**src/rtl/melody_pkg.sv**
```systemverilog
// Shared definitions for the melody player: sequencer state encoding, the rest
// code and default timing constants used by the sequencer, tone generator and bench.
package melody_pkg;

    typedef enum logic [2:0] {
        IDLE,
        FETCH_A,
        FETCH_D,
        PLAY,
        GAP
    } state_t;

    localparam int NOTE_REST          = 0;
    localparam int DEF_MELODY_LEN     = 7;
    localparam int DEF_NOTE_TICKS     = 12500000;
    localparam int DEF_GAP_TICKS      = 1250000;

    // Bits needed to hold the larger of the two tick counts.
    function automatic int cnt_width(input int a, input int b);
        int m;
        m = (a > b) ? a : b;
        return (m < 1) ? 1 : $clog2(m + 1);
    endfunction

endpackage

```
**src/rtl/note_timer.sv**
```systemverilog
// Loadable down-counter shared by the note and gap phases; zero is high once
// the loaded count has fully drained.
module note_timer #(
    parameter int W = 8
) (
    input  logic         clk,
    input  logic         reset_n,
    input  logic         load,
    input  logic [W-1:0] load_value,
    output logic         zero
);

    logic [W-1:0] count;

    always_ff @(posedge clk) begin
        if (!reset_n) begin
            count <= '0;
        end else if (load) begin
            count <= load_value;
        end else if (count != '0) begin
            count <= count - W'(1);
        end
    end

    assign zero = (count == '0);

endmodule

```
**src/rtl/melody_sequencer.sv**
```systemverilog
// Steps through the melody ROM, holding each note then a silent gap.
// Optional MELODY_TEMPO_SCALE_EN adds tempo_sel to shorten notes per playback.
module melody_sequencer
    import melody_pkg::*;
#(
    parameter int MELODY_LEN = DEF_MELODY_LEN,
    parameter int ADDR_W     = 3,
    parameter int NOTE_W     = 2,
    parameter int NOTE_TICKS = DEF_NOTE_TICKS,
    parameter int GAP_TICKS  = DEF_GAP_TICKS
) (
    input  logic              clk,
    input  logic              reset_n,
    input  logic              start,
    input  logic              stop,
    input  logic              loop_en,
`ifdef MELODY_TEMPO_SCALE_EN
    input  logic [1:0]        tempo_sel,
`endif
    output logic [ADDR_W-1:0] rom_addr,
    input  logic [NOTE_W-1:0] rom_q,
    output logic [NOTE_W-1:0] note_code,
    output logic              note_valid,
    output logic              busy,
    output logic              done,
    output state_t            fsm_state
);

    localparam int CNT_W    = cnt_width(NOTE_TICKS, GAP_TICKS);
    localparam int GAP_LOAD = (GAP_TICKS > 0) ? GAP_TICKS - 1 : 0;

    state_t           state;
    logic             zero;
    logic             load;
    logic [CNT_W-1:0] load_value;
    logic [CNT_W-1:0] note_load;
    logic             advance;
    logic             last_entry;

`ifdef MELODY_TEMPO_SCALE_EN
    logic [1:0]  tempo_q;
    logic [31:0] scaled;

    // Never let a scaled note collapse below one cycle.
    always_comb begin
        scaled    = 32'(NOTE_TICKS) >> tempo_q;
        note_load = (scaled > 32'd1) ? CNT_W'(scaled - 32'd1) : '0;
    end
`else
    assign note_load = CNT_W'(NOTE_TICKS - 1);
`endif

    assign load       = (state == FETCH_D) || ((state == PLAY) && zero && (GAP_TICKS > 0));
    assign load_value = (state == FETCH_D) ? note_load : CNT_W'(GAP_LOAD);
    assign advance    = zero && (((state == PLAY) && (GAP_TICKS == 0)) || (state == GAP));
    assign last_entry = (rom_addr >= ADDR_W'(MELODY_LEN - 1));
    assign fsm_state  = state;

    note_timer #(.W(CNT_W)) u_timer (
        .clk        (clk),
        .reset_n    (reset_n),
        .load       (load),
        .load_value (load_value),
        .zero       (zero)
    );

    always_ff @(posedge clk) begin
        if (!reset_n) begin
            state      <= IDLE;
            rom_addr   <= '0;
            note_code  <= '0;
            note_valid <= 1'b0;
            busy       <= 1'b0;
            done       <= 1'b0;
`ifdef MELODY_TEMPO_SCALE_EN
            tempo_q    <= '0;
`endif
        end else begin
            done <= 1'b0;
            // Abort leaves note_code untouched so the last note stays visible.
            if (stop && (state != IDLE)) begin
                state      <= IDLE;
                note_valid <= 1'b0;
                busy       <= 1'b0;
                rom_addr   <= '0;
            end else begin
                case (state)
                    IDLE: begin
                        if (start && !stop) begin
                            rom_addr <= '0;
                            busy     <= 1'b1;
                            state    <= FETCH_A;
`ifdef MELODY_TEMPO_SCALE_EN
                            tempo_q  <= tempo_sel;
`endif
                        end
                    end
                    FETCH_A: state <= FETCH_D;
                    FETCH_D: begin
                        note_code  <= rom_q;
                        note_valid <= (rom_q != NOTE_W'(NOTE_REST));
                        state      <= PLAY;
                    end
                    PLAY, GAP: begin
                        if ((state == PLAY) && zero) begin
                            note_valid <= 1'b0;
                            if (GAP_TICKS > 0) state <= GAP;
                        end
                        if (advance) begin
                            if (!last_entry) begin
                                rom_addr <= rom_addr + ADDR_W'(1);
                                state    <= FETCH_A;
                            end else if (loop_en) begin
                                rom_addr <= '0;
                                state    <= FETCH_A;
                            end else begin
                                done     <= 1'b1;
                                busy     <= 1'b0;
                                rom_addr <= '0;
                                state    <= IDLE;
                            end
                        end
                    end
                    default: state <= IDLE;
                endcase
            end
        end
    end

endmodule

```
**config.mk**
```make
export PLATFORM = sky130hd
export DESIGN_NAME = melody_sequencer
export DESIGN_NICKNAME = d
export VERILOG_FILES = /design/src/rtl/melody_pkg.sv /design/src/rtl/note_timer.sv /design/src/rtl/melody_sequencer.sv
export SDC_FILE = /design/constraint.sdc
export NUM_CORES = 1
export LEC_CHECK = 0
export BUFFER_PORTS_ARGS = -buffer_cell sky130_fd_sc_hd__buf_2
export CORE_ASPECT_RATIO = 1.5
export CORE_MARGIN = 10
export CORE_UTILIZATION = 30
export DETAILED_ROUTE_END_ITERATION = 12
export MAX_ROUTING_LAYER = met4
export PLACE_DENSITY_LB_ADDON = 0.05
export SLEW_MARGIN = 20
export SYNTH_ARGS = -nofsm -noshare
export SYNTH_HDL_FRONTEND = slang
export SYNTH_HIERARCHICAL = 1
export SYNTH_SLANG_ARGS = --single-unit
```
**constraint.sdc**
```tcl
create_clock -name clk -period 2.8 [get_ports clk]
set_input_delay 0.28 -clock clk [delete_from_list [all_inputs] [get_ports clk]]
set_output_delay 0.28 -clock clk [all_outputs]
set_load 0.02 [all_outputs]
```
Yosys cells after proc, flatten, opt, wreduce, memory -nomap -nowiden
Cells that the tools add are included.
{"block": "word_totals", "register_bits": 35, "latchBits": 0, "mem_bits_rw": 0, "mem_bits_ro": 0, "out_inout_bits": 11, "word_cells": 68, "mem_count": 0}
{"block": "op_classes", "n_addsub": 2, "mul": 0, "div": 0, "n_lt_le_gt_ge": 1, "n_eq_ne": 10, "shift": 0, "mux": 21, "n_bitwise": 5, "reduce_logical": 22}
{"op": "$mux W24", "n": 3}
{"op": "$logic_not A24 Y1", "n": 1}
{"op": "$reduce_bool A24 Y1", "n": 1}
{"op": "$sub A24 B1 Y24 const B", "n": 1}
{"op": "$mux W3", "n": 6}
{"op": "$pmux W3 S4", "n": 1}
{"op": "$ne A2 B2 Y1 const B", "n": 5}
{"op": "$mux W1", "n": 8}
{"op": "$reduce_bool A2 Y1", "n": 4}
{"op": "$eq A3 B2 Y1 const B", "n": 2}
{"op": "$pmux W3 S2", "n": 1}
{"op": "$reduce_and A2 Y1", "n": 3}
{"op": "$not A1 Y1", "n": 5}
{"op": "$reduce_and A5 Y1", "n": 1}
{"op": "$reduce_or A5 Y1", "n": 1}
{"op": "$logic_and A1 B1 Y1", "n": 4}
{"op": "$pmux W1 S2", "n": 2}
{"op": "$reduce_or A2 Y1", "n": 2}
{"op": "$add A3 B1 Y3 const B", "n": 1}
{"op": "$eq A3 B1 Y1 const B", "n": 1}
{"op": "$eq A3 B3 Y1 const B", "n": 1}
{"op": "$ge A3 B3 Y1 const B", "n": 1}
{"op": "$logic_not A3 Y1", "n": 1}
{"op": "$ne A3 B3 Y1 const B", "n": 1}
{"op": "4 further kinds", "n": 4}

Depth between registers and ports, before layout
Gate-level depths: netlist of the first run.
{"block": "logic_depth", "word_depth": 5, "ltp_mapped": 14, "depth_no_buf": 10}

Cells and area by module
Netlist of the first run, hierarchy kept.
{"module": "note_timer", "instances": 1, "cells_per_inst": 162, "area_each_um2": 1361.3}
{"module": "melody_sequencer", "instances": 1, "cells_per_inst": 72, "area_each_um2": 591.8}

Least setup slack after synthesis of the first run
Ideal clock, no wire load.
{"block": "synth_path", "path_kind": "flip-flop to flip-flop", "start": "register u_timer.count[0]", "end": "register u_timer.count[15]", "arrival_ps": 2923, "required_time_ps": 2726, "setup_slack_ps": -197, "stages_incl_launch_ff": 15, "n_path_buf": 4, "period_less_slack_ps": 2997, "path_cell_list": "dfxtp_1 > inv_1 > ha_1 > or4b_2 > nor4_1 > and2_4 > buf_12 > nor2b_1 > nor2_1 > clkbuf_1 > and2_1 > clkbuf_1 > clkbuf_1 > nand2_1 > o21ai_0"}
{"block": "synth_between", "elab_chain_len": 4, "elab_cells_between_ends": 8, "cone_classes": "add/sub: 1; mux: 2; reduce/logical: 5"}
{"item": "start: declaration", "line": "note_timer.sv:13", "rtl": "logic [W-1:0] count;"}
{"item": "start signal: assignment", "line": "note_timer.sv:19", "rtl": "count <= load_value;"}
{"item": "start signal: assignment", "line": "note_timer.sv:21", "rtl": "count <= count - W'(1);"}
{"item": "$logic_not A24 Y1 *", "line": "note_timer.sv:25", "rtl": "assign zero = (count == '0);"}
{"item": "via zero", "line": "melody_sequencer.sv:33", "rtl": "logic zero;"}
{"item": "$logic_and A1 B1 Y1 *", "line": "melody_sequencer.sv:53", "rtl": "assign load = (state == FETCH_D) || ((state == PLAY) && zero && (GAP_TICKS > 0));"}
{"item": "$logic_or A1 B1 Y1 *", "line": "melody_sequencer.sv:53"}
{"item": "via load", "line": "melody_sequencer.sv:34", "rtl": "logic load;"}
{"item": "$mux W24 / $reduce_bool A2 Y1 (equally long branches)"}
Mark *: on every way through the listed nets, which the timed path passes. The rest lies on a longest branch. The select of a mux whose other input is x is not followed.
A chain may end at the register's enable or synchronous reset.

Final worst setup path of the first run
{"block": "layout_path", "start": "register u_timer.count[1]", "end": "register u_timer.count[19]"}
Same word-level chain as after synthesis.

==> results of run 1 <==
## cell usage after synthesis (4+ instances only)
master    instances
dfxtp_1          35
nand2_1          34
o21ai_0          17
nor2_1           13
xor2_1           12
o31ai_1           9
xnor2_1           9
and2_1            8
clkbuf_1          8
nor3_1            7
nor4_1            7
a21oi_1           6
inv_1             5
nand3_1           5
ha_1              4
or4_1             4
## worst min-delay path, stage by stage
cell and delay, ns:
buf_2 0.10, nand2_1 0.04, a21boi_0 0.06
## timing repair
| action | CTS | global route |
|---|---|---|
| gates resized for setup | 0 | 2 |
| endpoints found under the setup margin | 0 | 15 |
| setup buffers | 0 | 1 |
## power by group
part,internal [mW],total [mW],leakage (nW),switching [mW]
sequential,0.664,0.825,0.286,0.160
clock,0.225,0.408,0.0515,0.183
combinational,0.644,1.36,0.557,0.713
total,1.53,2.59,0.894,1.06
## worst paths after layout
kind                                     endpoint             start  cells after the start
worst min register to register               busy              busy                      2
worst max register to register  u_timer/count[19]  u_timer/count[1]                     12
worst min-delay path                 note_code[1]          rom_q[1]                      3
worst max-delay path            u_timer/count[19]  u_timer/count[1]                     12
## layer usage
metal  vias up  global-route usage, %
met5         -                      -
met4         0                   3.41
met3         6                   2.05
met2        18                   17.5
met1       755                   10.3
li1        870                      -
## registers in the layout, summed over array words and instances, names as in the netlist
signal,flops
busy,1
done,1
fsm_state,3
note_code,2
note_valid,1
rom_addr,3
u_timer/count,24
## per-stage QoR
| step | std cells | util [%] | area, µm² | setup slack, ns | hold slack, ns |
|---|---|---|---|---|---|
| 5_1_grt | 340 | 35.4 | 2260 | 0.0309 | 0.251 |
| 4_1_cts | 339 | 35.2 | 2250 | 0.0335 | 0.242 |
| 6_report | 340 | 35.4 | 2260 | 0.242 | 0.252 |
| 3_5_place_dp | 331 | 33.6 | 2150 | 0.0679 | 0.463 |
| 3_3_place_gp | 331 | 33.6 | 2150 | 0.140 | 0.456 |
| 2_1_floorplan | 243 | - | 2000 | 0.0765 | 0.425 |
## cell type report
cell class	count	area share, %
multi-input combinational	190	52.8
sequential	35	31.0
timing repair buffer	26	6.75
clock buffer	8	4.42
tap	76	4.20
inverter	5	0.830
## cell usage in the layout (no fill, tap or decap), types with 2 or more instances in the layout
master and instances:
a211o_1 2, a21boi_0 3, a21oi_1 6, a22o_1 2
and2_1 8, buf_2 17, buf_4 9, clkbuf_8 7
conb_1 11, dfxtp_1 35, ha_1 4, inv_1 5
nand2_1 34, nand2b_1 3, nand3_1 5, nand4b_1 3
nor2_1 12, nor2b_1 3, nor3_1 7, nor4_1 6
o21ai_0 17, o21ai_1 2, o31ai_1 9, or3_1 3
or3b_1 2, or4_1 4, xnor2_1 9, xor2_1 12
## cells by family after synthesis
group,share of synthesized area [%]
xor gates and xnor gates,9.42
adders and majority gates,2.56
buffers and inverters,5.32
other,0.385
AOI/OAI and AO/OA,16.4
DFF,35.9
and+or+nand+nor,30.0
==> metrics.md, run 1 <==
| Metric | Value |
|---|---|
| Synth Area per Inst | `between 8 and 9 µm²` |
| Slew headroom | `63.8%` |
| Setup_tns | `0 ns` |
| Run status | `finished clean` |
| Synthesis-to-layout area growth | `15.8%` |
| Wire length on met2 | `2.53 mm` |
| Kind of critical path | `reg2reg` |
| DIE WIDTH | `85.9 µm` |
| First-pass GRT wire length | `8.08 mm` |
| Post-synth top flop | `dfxtp_1` |
| Crit-path max FO | `15` |
| Top Layer Used | `met4` |
| Fin crit share | `roughly nine tenths` |
| Slowest CP cell | `or4b_2` |
| Vias in the first global route | `1710` |
| Max-cap viol count | `0` |
| Tightest Pin Transition | `0.537 ns` |
| CP top delay family | `simple AND/OR/NAND/NOR gates` |
| Metal3 WL | `87 µm` |
| Worst-path cell chain | `inv_1 -> ha_1 -> or4b_2 -> nor4_2 -> and2_4 -> nor2b_1 -> nor2_2 -> buf_4 -> and2_1 -> buf_4 -> nand2_1 -> o21ai_0` |
| Clock sinks | `35` |
| Post-DP HPWL | `3.60 mm` |
| Number of CTS-inserted buffers | `5` |
| Post-route minimum period | `2.56 ns` |
| Vias post-DR | `approximately 1600` |
| R2R setup slack | `0.24 ns` |
| RSZ-0062 raised after global routing | `false` |
| Crit path buf inv count | `3` |
| Drt pass-1 iters | `4` |
| Cell Area, Synth | `0.00195 mm²` |
| Hold Path Class | `in2reg` |
| Max VDD drop | `0.294 mV` |
| Total power | `2.59 mW` |
| EDFF count, synth | `0` |
| Drt drc | `0` |
| Dominant cell type by area after synthesis | `dfxtp_1` |
| Die height | `119 µm` |
| Yosys warnings | `6` |
| CTS clk-pin slew, worst paths | `0.07 ns` |
| Peak Freq | `391 MHz` |
| Fin. max-slew vios | `0` |
| Vias/cell | `4.85` |
| WL final | `4.74 mm` |
| ANT cells | `0` |
| Layout cells sized above 1 | `18.2%` |
| Pwr/cell area | `1140 mW/mm²` |
| Pin count of the biggest net entering global routing | `16` |
| DRT iter0 DRCs | `57` |
| Area contributors post-synth | `dfxtp_1, nand2_1, xor2_1` |
| Largest stage delay on the critical path | `0.61 ns` |
| Fillers | `671` |
| Total congestion overflow | `0` |
| Routed len/inst | `13.9 µm` |
| Leakage | `around 0.89 nW` |
| Core Footprint | `0.00640 mm²` |
| Worst setup EP type | `register` |
| PortBufs | `17` |
| Synth Instances | `around 230` |
| IO Pins | `18` |
| Worst clock skew | `about 0.004 ns` |
| Register Area | `701 µm²` |
| TritonCTS clock tree | `done` |
| Routed Antenna Nets | `0` |
| Startpoint class of the critical path | `register` |
| Fin. Hold Viols | `0` |
| FP Rows | `36` |
| Total number of H-tree levels | `2` |
| Met1 WL | `2.05 mm` |
| Skew-Pair Late Insertion Delay | `0.29 ns` |
| Post-synth ARST share | `0%` |
| Initial antenna violation count | `0` |
| Crit path arrival time | `about 2.8 ns` |
| Multi-input logic area | `roughly 0.0012 mm²` |
| Sequential share of the synthesized area | `35.9%` |
| Synth Register Bits | `35` |
| Starting density of the core | `30.5%` |
| Root buf cell | `clkbuf_8` |
| Gr usage total | `under 10%` |
| Final setup violation count | `0` |
| Clock Path Buffers | `2` |
| DIE AREA | `0.0102 mm²` |
| Synth top area share | `between 30% and 40%` |
| Crit-path most repeated cell | `buf_4` |
| RePlAce Congestion | `0.734` |
| CP required | `approximately 3 ns` |
| Synth cell types | `51` |
| # hold bufs at CTS | `0` |
| Nets@finish | `about 270` |
No activity file was read; power rests on OpenSTA's default activity.
==> run 2: changes to the inputs <==
--- a/config.mk
+++ b/config.mk
@@ -15,5 +15,4 @@
 export SLEW_MARGIN = 20
 export SYNTH_ARGS = -nofsm -noshare
 export SYNTH_HDL_FRONTEND = slang
-export SYNTH_HIERARCHICAL = 1
 export SYNTH_SLANG_ARGS = --single-unit
==> run 2 against run 1 <==
Effect of this change: count of clock-buffer cells in the layout down 1; synthesized area down 10%; via count down 5.3%; die area down 8.1%; combinational power down 18%; critical endpoint is now rom_addr[1].
==> metrics.md, run 2 <==
| Metric | Value |
|---|---|
| Run status | `finished clean` |
| Synthesis-to-layout area growth | `14.8%` |
| Pin count of the biggest net entering global routing | `20 (+4)` |
| Vias in the first global route | `1636 (-4.3%)` |
| Routed len/inst | `16.2 µm (+16%)` |
| Sequential power share | `35.3% (+3.5 points)` |
| Vias post-DR | `1562 (-5.3%)` |
| Total number of H-tree levels | `2 (unchanged)` |
| Fin crit share | `88.9% (-2.4 points)` |
| Fin. Hold Viols | `0 (unchanged)` |
| FP Rows | `34 (-5.6%)` |
| Crit-path max FO | `9 (-6)` |
| WL final | `4.78 mm (+0.76%)` |
| First-pass GRT wire length | `8.09 mm (about the same)` |
| Tightest Pin Transition | `0.852 ns (+0.315 ns)` |
| Peak Freq | `402 MHz (+2.7%)` |
| Clock power frac | `15.6% (about the same)` |
| Synth Instances | `200 (-15%)` |
| PortBufs | `17 (unchanged)` |
| Leakage | `0.778 nW (-13%)` |
| Post-synth ARST share | `0% (unchanged)` |
| Inst Count DP | `287 (-13%)` |
| Sequential share of the synthesized area | `39.9% (+4.0 points)` |
| EDFF count, synth | `0 (unchanged)` |
| DIE AREA | `0.00937 mm² (-8.1%)` |
| Placed Area | `0.00193 mm² (-10%)` |
| Worst setup EP type | `register` |
| Pwr/cell area | `1130 mW/mm² (-1.0%)` |
| Starting density of the core | `30.6% (about the same)` |
| Switch share | `43.2% (+2.4 points)` |
| Nets@finish | `231 (-16%)` |
| CP required | `2.96 ns (-0.05 ns)` |
| Gate power share | `49.2% (-3.2 points)` |
| Final Core Density | `35.1% (-0.27 points)` |
| Gr usage total | `11.2% (+1.4 points)` |
| Max-cap viol count | `0 (unchanged)` |
| Skew-Pair Late Insertion Delay | `0.29 ns (about the same)` |
| Synth cell types | `46 (-9.8%)` |
| Area contributors post-synth | `dfxtp_1, xor2_1, a21oi_1` |
| P_int | `1.30 mW (-15%)` |
| Total congestion overflow | `0 (unchanged)` |
| Most common cell after layout, fill and taps aside | `dfxtp_1` |
| Clock Path Buffers | `2 (unchanged)` |
| Fillers | `632 (-5.8%)` |
| Clock sinks | `35 (unchanged)` |
| Max VDD drop | `0.398 mV (+36%)` |
| DRT iter0 DRCs | `48 (-16%)` |
| Worst clock skew | `0.00774 ns (+0.00362 ns)` |
| Core Footprint | `0.00574 mm² (-10%)` |
| ANT cells | `0 (unchanged)` |
| Vias/cell | `5.29 (+9.2%)` |
| Hold Path Class | `in2reg` |
| IO Pins | `18 (unchanged)` |
| Syn nets | `209` |
| Most common cell in the netlist | `dfxtp_1` |
| Commonest non-fill, non-tap cells in the layout | `dfxtp_1, nor2_1, buf_2` |
| NetSw | `988 µW (-6.5%)` |
| Synth Area per Inst | `8.78 µm² (+5.2%)` |
| Setup WS post-layout | `0.309 ns (+0.0673 ns)` |
| Drt pass-1 iters | `6 (+2)` |
| Post-DP HPWL | `3.70 mm (+2.7%)` |
| Fin. max-slew vios | `0 (unchanged)` |
| Total power | `2.28 mW (-12%)` |
| Synth top area share | `39.9% (+4.0 points)` |
| Root buf cell | `clkbuf_8` |
| Top cells by count, synth | `dfxtp_1, nor2_1, nand2_1` |
| Hold WS | `0.255 ns (+0.00315 ns)` |
| Die height | `114 µm (-4.3%)` |
| DIE WIDTH | `82.5 µm (-4.0%)` |
| Slew headroom | `42.8% (-21 points)` |
| Kind of critical path | `reg2reg` |
| Number of CTS-inserted buffers | `5 (unchanged)` |
| Post-route minimum period | `2.49 ns (-0.0673 ns)` |
| RePlAce Congestion | `0.785 (+6.9%)` |
| Setup slack at placement | `0.316 ns (+0.249 ns)` |
| Layout cells sized above 1 | `17.9% (-0.24 points)` |
| CTS clk-pin slew, worst paths | `0.07 ns (about the same)` |
| Biggest register | `u_timer.count` |
| Crit path arrival time | `2.65 ns (-0.12 ns)` |
| Final setup violation count | `0 (unchanged)` |
| Largest register FFs | `24 (unchanged)` |
| Setup Buffers After CTS | `0 (unchanged)` |
| Dominant cell type by area after synthesis | `dfxtp_1` |
| Routed Antenna Nets | `0 (unchanged)` |
| Cell Area, Synth | `0.00176 mm² (-10%)` |
| Yosys warnings | `0 (-6)` |
| Setup_tns | `0 ns (unchanged)` |
| Post-synth top flop | `dfxtp_1` |
| Synth Register Bits | `35 (unchanged)` |
| Initial antenna violation count | `0 (unchanged)` |
| Startpoint class of the critical path | `register` |
| Drt drc | `0 (unchanged)` |
| # hold bufs at CTS | `0 (unchanged)` |
| TritonCTS clock tree | `done` |
| RSZ-0062 raised after global routing | `false` |
| CTS resizes | `0 (unchanged)` |
| Design area | `0.00202 mm² (-11%)` |
| Finished Layout Cells | `295 (-13%)` |
-- run 2: area by class of cell --
type / instances / area (µm²) / share of cell area, %
multi-input combinational: 156 / 1010 / 50.3
timing repair buffer: 22 / 123 / 6.08
clock inverter: 1 / 5.00 / 0.248
sequential: 35 / 701 / 34.8
inverter: 2 / 7.51 / 0.372
tap: 72 / 90.1 / 4.47
clock buffer: 7 / 76.3 / 3.79
-- run 2: worst max-delay path, cell delays in order (launching register included) --
cell	delay, ns
dfxtp_1	0.34
inv_1	0.06
ha_1	0.18
or3b_2	0.56
or4b_4	0.57
o31ai_4	0.36
mux2i_1	0.24
nor2_1	0.06
-- run 2: kinds of logic (layout without fill, tap and decap cells) --
logic type / after synthesis / in the layout / share of synthesized area, %
and+or+nand+nor: 86 / 86 / 28.1
AOI/OAI and AO/OA: 51 / 51 / 19.6
DFF: 35 / 35 / 39.9
xor gates and xnor gates: 15 / 15 / 7.48
buffers and inverters: 9 / 32 / 2.35
adders and majority gates: 2 / 2 / 1.43
muxes: 2 / 2 / 1.14
-- run 2: power groups by stage --
stage	Sequential [mW]	Clock, mW	Combinational [mW]
finish	0.805	0.356	1.12
global route	0.833	0.388	1.25
CTS	0.803	0.370	1.13
detailed placement	0.814	0	1.12
global placement	0.809	0	1.13
floorplan	0.779	0	0.864
-- run 2: path summary, 6_finish.rpt --
path	start	endpoint	slack, ns	depth (start not counted)
worst max-delay path	u_timer.count[0]	rom_addr[1]	0.31	7
worst min register to register	busy	busy	0.48	2
worst max register to register	u_timer.count[0]	rom_addr[1]	0.31	7
worst min-delay path	rom_q[1]	note_code[1]	0.26	3
-- run 2: routing by layer --
metal | global-route usage, % | vias up | wire length, µm
met4 | 5.01 | 0 | 151
met3 | 2.28 | 12 | 185
met2 | 19.0 | 27 | 2530
met5 | - | - | 0
li1 | - | 785 | -
met1 | 12.1 | 738 | 1910
==> run 3: changes to the inputs <==
--- a/config.mk
+++ b/config.mk
@@ -6,6 +6,8 @@
 export NUM_CORES = 1
 export LEC_CHECK = 0
 export BUFFER_PORTS_ARGS = -buffer_cell sky130_fd_sc_hd__buf_2
+export CELL_PAD_IN_SITES_DETAIL_PLACEMENT = 1
+export CELL_PAD_IN_SITES_GLOBAL_PLACEMENT = 2
 export CORE_ASPECT_RATIO = 1.5
 export CORE_MARGIN = 10
 export CORE_UTILIZATION = 30
==> constraint.sdc (replaced) <==
create_clock -name clk -period 2.8 [get_ports clk]
set_input_delay 0.28 -clock clk [delete_from_list [all_inputs] [get_ports clk]]
set_output_delay 0.28 -clock clk [all_outputs]
set_load 0.005 [all_outputs]
==> run 3 against run 2 <==
Effect of this change: total power up 7.9%; maximum frequency up 1.2%; worst hold slack worse by 0.0039 ns; routed wire length up 10%; global-route usage up 1.1 points; final area up 2.0%; critical path type unchanged; largest power group unchanged; highest routed layer unchanged.
==> metrics.md, run 3 (synthesized netlist as in run 2, its figures left out) <==
| Metric | Value |
|---|---|
| Leakage | `0.791 nW (+1.6%)` |
| Number of CTS-inserted buffers | `5 (unchanged)` |
| Slowest CP cell | `or3b_2` |
| Pwr/cell area | `1200 mW/mm² (+5.8%)` |
| Worst-path cell chain | `inv_1 -> ha_1 -> or3b_2 -> or4b_4 -> o31ai_4 -> mux2i_1 -> nor2_1` |
| # hold bufs at CTS | `0 (unchanged)` |
| Setup slack at placement | `0.304 ns (-0.0121 ns)` |
| Vias/cell | `5.43 (+2.6%)` |
| Die height | `114 µm (unchanged)` |
| Starting density of the core | `30.6% (unchanged)` |
| Crit path arrival time | `2.64 ns (about the same)` |
| Slew headroom | `47.7% (+5.0 points)` |
| DIE AREA | `0.00937 mm² (unchanged)` |
| Layout cells sized above 1 | `18.1% (+0.16 points)` |
| Total number of H-tree levels | `2 (unchanged)` |
| Largest register FFs | `24 (unchanged)` |
| CTS resizes | `0 (unchanged)` |
| Pin count of the biggest net entering global routing | `20 (unchanged)` |
| Clock power frac | `22.4% (+6.8 points)` |
| Post-route minimum period | `2.46 ns (-0.0304 ns)` |
| Kind of critical path | `reg2reg` |
| Setup WS post-layout | `0.340 ns (+0.0304 ns)` |
| Final Core Density | `35.8% (+0.70 points)` |
| R2R setup slack | `0.34 ns (+0.03 ns)` |
| Setup Buffers After CTS | `0 (unchanged)` |
| Capture point of the worst path | `rom_addr[1]` |
| DIE WIDTH | `82.5 µm (unchanged)` |
| Register Area | `701 µm² (unchanged)` |
| Clock sinks | `35 (unchanged)` |
| Fin. Hold Viols | `0 (unchanged)` |
| Drt pass-1 iters | `3 (-3)` |
| Tightest Pin Transition | `0.778 ns (-0.0739 ns)` |
| Vias post-DR | `1592 (+1.9%)` |
| RR Startpoint | `u_timer.count[0]` |
| FF-to-FF End | `rom_addr[1]` |
| CP required | `2.98 ns (+0.02 ns)` |
| Synthesis-to-layout area growth | `17.1%` |
| Finished Layout Cells | `293 (-0.68%)` |
| Clock Path Buffers | `2 (unchanged)` |
| Placed Area | `0.00192 mm² (-0.78%)` |
| Switch share | `41.4% (-1.8 points)` |
| ANT cells | `0 (unchanged)` |
| Inst Count DP | `285 (-0.70%)` |
| Routed len/inst | `18.0 µm (+11%)` |
| Hold Path Stages | `3 (unchanged)` |
| Multi-input logic area | `0.00101 mm² (unchanged)` |
| Worst setup EP type | `register` |
| Post-DP HPWL | `4.06 mm (+9.7%)` |
| Most common cell after layout, fill and taps aside | `dfxtp_1` |
| Fin crit share | `87.9% (-1.1 points)` |
| WL final | `5.26 mm (+10%)` |
| Worst clock skew | `0.0123 ns (+0.00456 ns)` |
| Max VDD drop | `0.477 mV (+20%)` |
| Sequential power share | `33.0% (-2.3 points)` |
| Setup_tns | `0 ns (unchanged)` |
| Core Footprint | `0.00574 mm² (unchanged)` |
| Fillers | `706 (+12%)` |
| Peak Freq | `406 MHz (+1.2%)` |
| Crit-path max FO | `9 (unchanged)` |
| Biggest register | `u_timer.count` |
| PortBufs | `17 (unchanged)` |
| TritonCTS clock tree | `done` |
| Crit path buf inv count | `1 (unchanged)` |
| Max-cap viol count | `0 (unchanged)` |
| FP Rows | `34 (unchanged)` |
| P_int | `1.44 mW (+11%)` |
| CTS clk-pin slew, worst paths | `0.08 ns (about the same)` |
| Vias in the first global route | `1734 (+6.0%)` |
| Final setup violation count | `0 (unchanged)` |
| Root buf cell | `clkbuf_8` |
| Routed Antenna Nets | `0 (unchanged)` |
| Reg2reg path depth | `7 (unchanged)` |
| Startpoint class of the critical path | `register` |
| CP top delay family | `simple AND/OR/NAND/NOR gates` |
| Hold WS | `0.251 ns (-0.00390 ns)` |
| DRT iter0 DRCs | `50 (+4.2%)` |
| Design area | `0.00206 mm² (+2.0%)` |
| Hold Path Class | `in2reg` |
| Nets@finish | `229 (-0.87%)` |
| Largest stage delay on the critical path | `0.57 ns (about the same)` |
| Commonest non-fill, non-tap cells in the layout | `dfxtp_1, nor2_1, buf_2` |
| Gate power share | `44.6% (-4.6 points)` |
| Initial antenna violation count | `0 (unchanged)` |
| Gr usage total | `12.4% (+1.1 points)` |
| Cell depth of the worst setup path | `7 (unchanged)` |
| RePlAce Congestion | `0.768 (-2.1%)` |
| Setup crit start | `u_timer.count[0]` |
| First-pass GRT wire length | `8.83 mm (+9.1%)` |
| RSZ-0062 raised after global routing | `false` |
| Total congestion overflow | `0 (unchanged)` |
| NetSw | `1.02 mW (+3.4%)` |
| IO Pins | `18 (unchanged)` |
| Run status | `finished clean` |
| Drt drc | `0 (unchanged)` |
| Skew-Pair Late Insertion Delay | `0.29 ns (about the same)` |
| Total power | `2.47 mW (+7.9%)` |
| Fin. max-slew vios | `0 (unchanged)` |
run 3: cell types whose count changed in the layout (fill, tap and decap cells not counted), sizes merged:
cell | before | now
bufinv | 0 | 2
clkbuf | 7 | 5
clkinv | 1 | 0
buf | 22 | 20
clkinvlp | 0 | 1
run 3: power by group through the flow:
| stage | logic, mW | clock network [mW] | registers, mW |
|---|---|---|---|
| 2_1_floorplan | 0.864 | 0 | 0.772 |
| 3_3_place_gp | 1.09 | 0 | 0.818 |
| 3_5_place_dp | 1.10 | 0 | 0.826 |
| 4_1_cts | 1.11 | 0.571 | 0.817 |
| 5_1_grt | 1.26 | 0.596 | 0.839 |
| 6_report | 1.10 | 0.552 | 0.813 |
run 3: worst min path at each step:
stage	start	endpoint	slack [ns]
after detailed placement	busy	busy	0.48
after floorplan	rom_q[0]	note_code[0]	0.42
after CTS	rom_q[0]	note_code[0]	0.24
after global placement	busy	busy	0.45
after global routing	rom_q[1]	note_code[1]	0.28
final	rom_q[0]	note_code[0]	0.25
run 3: per-layer routing:
metal	track usage [%]	wire length, µm
met1	12.2	2020
met2	22.5	2970
met3	2.60	169
met4	4.56	106
met5	-	0
run 3: worst reg2reg max path, stage by stage, from the launching register on:
cell and delay, ns:
dfxtp_1 0.34, inv_1 0.07, ha_1 0.16, or3b_2 0.57
or4b_4 0.57, o31ai_4 0.36, mux2i_1 0.24, nor2_1 0.06
run 3: cell type report:
| type | count | share of cell area, % |
|---|---|---|
| Inverter | 2 | 0.365 |
| Sequential cell | 35 | 34.1 |
| Timing Repair Buffer | 20 | 5.23 |
| Clock inverter | 3 | 3.29 |
| Multi-Input combinational cell | 156 | 49.3 |
| Clock buffer | 5 | 3.35 |
| Tap cell | 72 | 4.38 |
